--- config.mk ---
export PLATFORM = sky130hd
export DESIGN_NAME = bpsk_demodulator
export DESIGN_NICKNAME = d
export VERILOG_FILES = /design/src/rtl/bpsk_pkg.sv /design/src/rtl/bpsk_demodulator_sine_lut.sv /design/src/rtl/bpsk_demodulator.sv
export SDC_FILE = /design/constraint.sdc
export NUM_CORES = 1
export LEC_CHECK = 0
export ABC_AREA = 1
export CAP_MARGIN = 15
export CORE_MARGIN = 2
export CORE_UTILIZATION = 58
export CTS_CLUSTER_SIZE = 12
export DETAILED_ROUTE_END_ITERATION = 10
export PLACE_DENSITY = 0.75
export SYNTH_ARGS = -nofsm -noshare
export SYNTH_HDL_FRONTEND = slang
export SYNTH_SLANG_ARGS = --single-unit
--- constraint.sdc ---
create_clock -name clk -period 13.65 [get_ports clk]
set_input_delay 1.365 -clock clk [delete_from_list [all_inputs] [get_ports clk]]
set_output_delay 1.365 -clock clk [all_outputs]
set_load 0.02 [all_outputs]
--- src/rtl/bpsk_pkg.sv ---
// Shared constants, FSM state type and sine table generator for the BPSK demodulator.
package bpsk_pkg;

  localparam int unsigned DATA_WIDTH      = 12;
  localparam int unsigned SINE_RESOLUTION = 256;
  localparam int unsigned WAVELENGTH      = 64;
  localparam int unsigned PACKET_SIZE     = 184;
  localparam int unsigned SINE_WIDTH      = 12;
  localparam int unsigned SYNC_WIDTH      = 16;
  localparam logic [SYNC_WIDTH-1:0] SYNC_WORD = 16'hF35A;

  localparam int unsigned IDX_WIDTH  = $clog2(WAVELENGTH);
  localparam int unsigned LUT_AW     = $clog2(SINE_RESOLUTION);
  localparam int unsigned LUT_SHIFT  = LUT_AW - IDX_WIDTH;
  localparam int unsigned PROD_WIDTH = DATA_WIDTH + 1 + SINE_WIDTH;
  localparam int unsigned ACC_WIDTH  = DATA_WIDTH + 1 + SINE_WIDTH + IDX_WIDTH;
  localparam int unsigned CNT_WIDTH  = $clog2(PACKET_SIZE);

  typedef enum logic {
    SEARCH,
    LOCKED
  } demod_state_t;

  // Integer sine approximation (Bhaskara), full scale +/-(2**(SINE_WIDTH-1)-1).
  // Only ever evaluated on constants, so it folds to a ROM.
  function automatic logic signed [SINE_WIDTH-1:0] sine_entry(input int idx);
    int half;
    int p;
    int a;
    int amp;
    int mag;
    half = int'(SINE_RESOLUTION / 2);
    p    = idx % half;
    a    = p * (half - p);
    amp  = (2 ** (int'(SINE_WIDTH) - 1)) - 1;
    mag  = (amp * 16 * a) / (5 * half * half - 4 * a);
    return SINE_WIDTH'((idx >= half) ? -mag : mag);
  endfunction

endpackage

--- src/rtl/bpsk_demodulator_sine_lut.sv ---
// Signed sine lookup table shared with the modulator; purely combinational read.
module sine_lut
  import bpsk_pkg::*;
(
  input  logic        [LUT_AW-1:0]     addr,
  output logic signed [SINE_WIDTH-1:0] value
);

  logic signed [SINE_WIDTH-1:0] rom [SINE_RESOLUTION];

  for (genvar g = 0; g < SINE_RESOLUTION; g++) begin : g_rom
    assign rom[g] = sine_entry(g);
  end

  // Table read
  always_comb begin
    value = rom[addr];
  end

endmodule

--- src/rtl/bpsk_demodulator.sv ---
// Coherent BPSK demodulator: correlates each WAVELENGTH-sample window against the
// sine table, hunts for the sync word, then emits PACKET_SIZE payload bits.
// Optional macro BPSK_DEMOD_POLARITY_EN: also lock on the complemented sync word
// and complement the payload (180-degree carrier ambiguity).
module bpsk_demodulator
  import bpsk_pkg::*;
(
  input  logic                  clk,
  input  logic                  rst_n,
  input  logic [DATA_WIDTH-1:0] sample_in,
  input  logic                  sample_en,
  input  logic                  sync_clear,
  output logic                  bit_out,
  output logic                  bit_valid,
  output logic                  packet_done,
  output logic                  locked
);

  logic        [IDX_WIDTH-1:0]  sample_idx;
  logic signed [ACC_WIDTH-1:0]  acc;
  logic signed [DATA_WIDTH:0]   s;
  logic signed [SINE_WIDTH-1:0] ref_val;
  logic signed [PROD_WIDTH-1:0] prod;
  logic signed [ACC_WIDTH-1:0]  acc_sum;
  logic        [LUT_AW-1:0]     lut_addr;
  logic                         wrap;
  logic                         decide;
  logic                         raw_bit;

  demod_state_t                 state, state_next;
  logic [SYNC_WIDTH-1:0]        history, history_next, hist_shift;
  logic [CNT_WIDTH-1:0]         bit_cnt, bit_cnt_next;
  logic                         bit_out_next, bit_valid_next, packet_done_next;
  logic                         invert;
`ifdef BPSK_DEMOD_POLARITY_EN
  logic                         invert_next;
`else
  assign invert = 1'b0;
`endif

  sine_lut u_sine_lut (
    .addr  (lut_addr),
    .value (ref_val)
  );

  // Correlator arithmetic for the sample currently presented
  always_comb begin
    s        = $signed({1'b0, sample_in}) - $signed({2'b01, {(DATA_WIDTH-1){1'b0}}});
    lut_addr = LUT_AW'(sample_idx) << LUT_SHIFT;
    prod     = s * ref_val;
    acc_sum  = acc + {{(ACC_WIDTH-PROD_WIDTH){prod[PROD_WIDTH-1]}}, prod};
    wrap     = (sample_idx == IDX_WIDTH'(WAVELENGTH - 1));
    decide   = sample_en && wrap && !sync_clear;
    raw_bit  = ~acc_sum[ACC_WIDTH-1];
    hist_shift = {history[SYNC_WIDTH-2:0], raw_bit};
  end

  // MAC and sample phase counter; the accumulator restarts on the wrapping sample
  always_ff @(posedge clk or negedge rst_n) begin
    if (!rst_n) begin
      acc        <= '0;
      sample_idx <= '0;
    end else if (sync_clear) begin
      acc        <= '0;
      sample_idx <= '0;
    end else if (sample_en) begin
      sample_idx <= sample_idx + IDX_WIDTH'(1);
      acc        <= wrap ? '0 : acc_sum;
    end
  end

  // FSM state, sync history and registered outputs
  always_ff @(posedge clk or negedge rst_n) begin
    if (!rst_n) begin
      state       <= SEARCH;
      history     <= '0;
      bit_cnt     <= '0;
      bit_out     <= 1'b0;
      bit_valid   <= 1'b0;
      packet_done <= 1'b0;
`ifdef BPSK_DEMOD_POLARITY_EN
      invert      <= 1'b0;
`endif
    end else begin
      state       <= state_next;
      history     <= history_next;
      bit_cnt     <= bit_cnt_next;
      bit_out     <= bit_out_next;
      bit_valid   <= bit_valid_next;
      packet_done <= packet_done_next;
`ifdef BPSK_DEMOD_POLARITY_EN
      invert      <= invert_next;
`endif
    end
  end

  // Next-state and output decode; sync_clear overrides a same-cycle decision
  always_comb begin
    state_next       = state;
    history_next     = history;
    bit_cnt_next     = bit_cnt;
    bit_out_next     = 1'b0;
    bit_valid_next   = 1'b0;
    packet_done_next = 1'b0;
`ifdef BPSK_DEMOD_POLARITY_EN
    invert_next      = invert;
`endif
    if (sync_clear) begin
      state_next   = SEARCH;
      history_next = '0;
      bit_cnt_next = '0;
`ifdef BPSK_DEMOD_POLARITY_EN
      invert_next  = 1'b0;
`endif
    end else if (decide) begin
      case (state)
        SEARCH: begin
          history_next = hist_shift;
          if (hist_shift == SYNC_WORD) begin
            state_next   = LOCKED;
            bit_cnt_next = '0;
`ifdef BPSK_DEMOD_POLARITY_EN
            invert_next  = 1'b0;
          end else if (hist_shift == ~SYNC_WORD) begin
            state_next   = LOCKED;
            bit_cnt_next = '0;
            invert_next  = 1'b1;
`endif
          end
        end
        LOCKED: begin
          bit_out_next   = raw_bit ^ invert;
          bit_valid_next = 1'b1;
          bit_cnt_next   = bit_cnt + CNT_WIDTH'(1);
          if (bit_cnt == CNT_WIDTH'(PACKET_SIZE - 1)) begin
            packet_done_next = 1'b1;
            state_next       = SEARCH;
            history_next     = '0;
            bit_cnt_next     = '0;
          end
        end
        default: state_next = SEARCH;
      endcase
    end
  end

  assign locked = (state == LOCKED);

endmodule

==> impl_results.md <==
- Fmax: between 100 and 150 MHz
- Critical path peak fanout: 22
- TritonCTS Sinks: 64
- Clock transition at the registers of the reported paths: 60 ps
- Remaining Overflow, GRT: 0
- Tmin final: about 9400 ps
- Sequential area share after synthesis: 14.8%
- Post-synth ARST share: between 90% and 100%
- Clock buffer depth: 2
- Die height: about 140 um
- Routed WL per cell: roughly 16 um
- Via density: ~5.5
- Req. time, crit path: approximately 14000 ps
- Clk_lat worst skew: approximately 340 ps
- CTS root buffer: clkbuf_16
- Met2 Resource Use GR: around half
- Setup tns final: 0 ps
- First-pass GRT wire length: roughly 47000 um
- Post-synth top flop: dfrtp_1
- Initial DRC Count: 824
- Antenna-violating nets left: 0
- Most frequent cells in the layout: 339 x nand2_1, 297 x inv_1, 157 x nor2_1
- Vias in the first global route: about 9600
- Largest net degree at the start of global routing: 65
- R2R Setup Slk: 4230 ps
- Die Wd: 141 um
- CP arrival: between 9000 and 10000 ps
- Port bufs: 19
- H-tree levels: 3
- GR peak layer: met2
- Max-Cap Viols: 0
- Period utilization: slightly below 70%
- Drt first pass iters: 5
- Hold path start: acc[13]
- Synth unique cells: 54
- # DRC: 0
- CP most frequent cell: nand2_1
- Drt total wl: between 20000 and 30000 um
- Setup bufs post-CTS: 0
- Top-Level Pins: 20
- Slowest library cell on the worst path: dfrtp_1
- Hold_buf cts: 0
- CP Capture Type: flop
- Syn_nets: between 1500 and 2000
- Routability cong.: 0.962
- Final Net Count: around 1700
- RSZ-0062 raised after global routing: no
- Met1 usage: around two fifths
- Layout area overhead: 6.58%
- Initial antenna violation count: 0
- GRT Resource Usage Total: just under 30%
- Final Hold Fails: 0
- Via count: ~9400
- Die area: just under 20000 sq um
- Cells after Synth: between 1000 and 1500
- Worst Hold Class: reg2reg
- Hold depth: 2
- Grt met3 use: ~4.6%
- Critical path origin: sample_idx[2]
- DPL Wire Length: about 22000 um
- Worst-margin pin slew: approximately 1100 ps
- Post-synthesis register bit count: 64
- Row cnt: between 40 and 50
- Critical path startpoint category: flop
- Layout cells sized above 1: 3.64%
- Outcome: finished clean
- Commonest non-fill, non-tap cell in the layout: nand2_1
- Syn_area_per_cell: 7.33 sq um
- Max_slew headroom: a little under a quarter
- Yosys warnings: 0
- R2r worst-path depth: 42
- Post-CTS sizing: 0
- Area of the core: between 15000 and 20000 sq um
- Skew final: about 11 ps
- Total CTS buffers: 9
- Endpoints failing setup: 0
- Fin. max-slew vios: 0
- Starting density of the core: roughly 60%
- Number of synthesized flops with an enable pin: 0
- CTS tree: yes
- Crit Path Class: reg2reg
- RR Startpoint: sample_idx[2]
- Antenna diodes: 0
- Synthesized area: about 11000 sq um
- Critical path's largest stage delay: slightly above 800 ps
[cells in the mapped netlist (7+ instances only)]
master / number / area (sq um)
o21ai_0: 53 / 265
inv_1: 297 / 1110
a21oi_1: 78 / 390
dfrtp_1: 64 / 1600
nor3_1: 15 / 75.1
nor2_1: 158 / 593
buf_2: 11 / 55.1
xor2_1: 13 / 114
o22ai_1: 16 / 100
o21ai_1: 16 / 80.1
clkbuf_1: 13 / 48.8
inv_2: 12 / 45.0
ha_1: 95 / 1190
o211ai_1: 7 / 52.6
xnor2_1: 9 / 78.8
nand3_1: 57 / 285
nand2_1: 339 / 1270
fa_1: 143 / 2860
[logic make-up after synthesis]
| group | share of synthesized area [%] |
|---|---|
| xor gates and xnor gates | 1.78 |
| and+or+nand+nor | 22.8 |
| buffers and inverters | 12.0 |
| AOI/OAI and AO/OA | 11.2 |
| adders and majority gates | 37.4 |
| DFF | 14.8 |
[worst max-delay path: cells and delay by family (launching register included)]
kind | cells | cell delay (ps)
adder cells (fa/ha/maj) | 7 | 3290
AND/OR/NAND/NOR | 20 | 2510
AO/OA/AOI/OAI | 9 | 1710
buffers and inverters | 6 | 900
flip-flops | 1 | 820
[final cells by class]
class                           count  area [sq um]
Sequential cell                    64          1600
Timing Repair Buffer               21           200
Multi-Input combinational cell   1071          7930
Inverter                          313          1170
Clock buffer                       10           239
Fill cell                        1631          6600
Tap cell                          229           287
Clock inverter                      6           115
[state kept, by name, summed over array words and instances, names as in the netlist]
| name | count |
|---|---|
| acc | 31 |
| history | 15 |
| bit_cnt | 8 |
| sample_idx | 6 |
| bit_out | 1 |
| bit_valid | 1 |
| locked | 1 |
| packet_done | 1 |
[stage by stage]
step | cell area [sq um] | utilization (%) | std cells | setup slack [ps] | hold slack, ps
floorplan | 10800 | - | 1478 | 6180 | 453
global placement | 11200 | 61.7 | 1698 | 4390 | 471
detailed placement | 11200 | 61.7 | 1698 | 4340 | 475
CTS | 11500 | 63.6 | 1714 | 4280 | 492
global route | 11500 | 63.6 | 1714 | 3520 | 511
finish | 11500 | 63.6 | 1714 | 4230 | 489
[path summary, 6_finish.rpt]
path	endpoint
max	bit_cnt[2]
min	acc[13]
max reg2reg	bit_cnt[2]
min reg2reg	acc[13]
max in group asynchronous	acc[16]
min in group asynchronous	bit_cnt[4]
[layer usage]
metal  vias up  routed length, um
li1       4608                  -
met1      4436              11900
met2       331              12700
met3        47               1810
met4         0                601
met5         -                  0
Power is left out: the tool's default activity adds up to more than one toggle a clock period on the data nets, which glitch-free logic cannot reach.
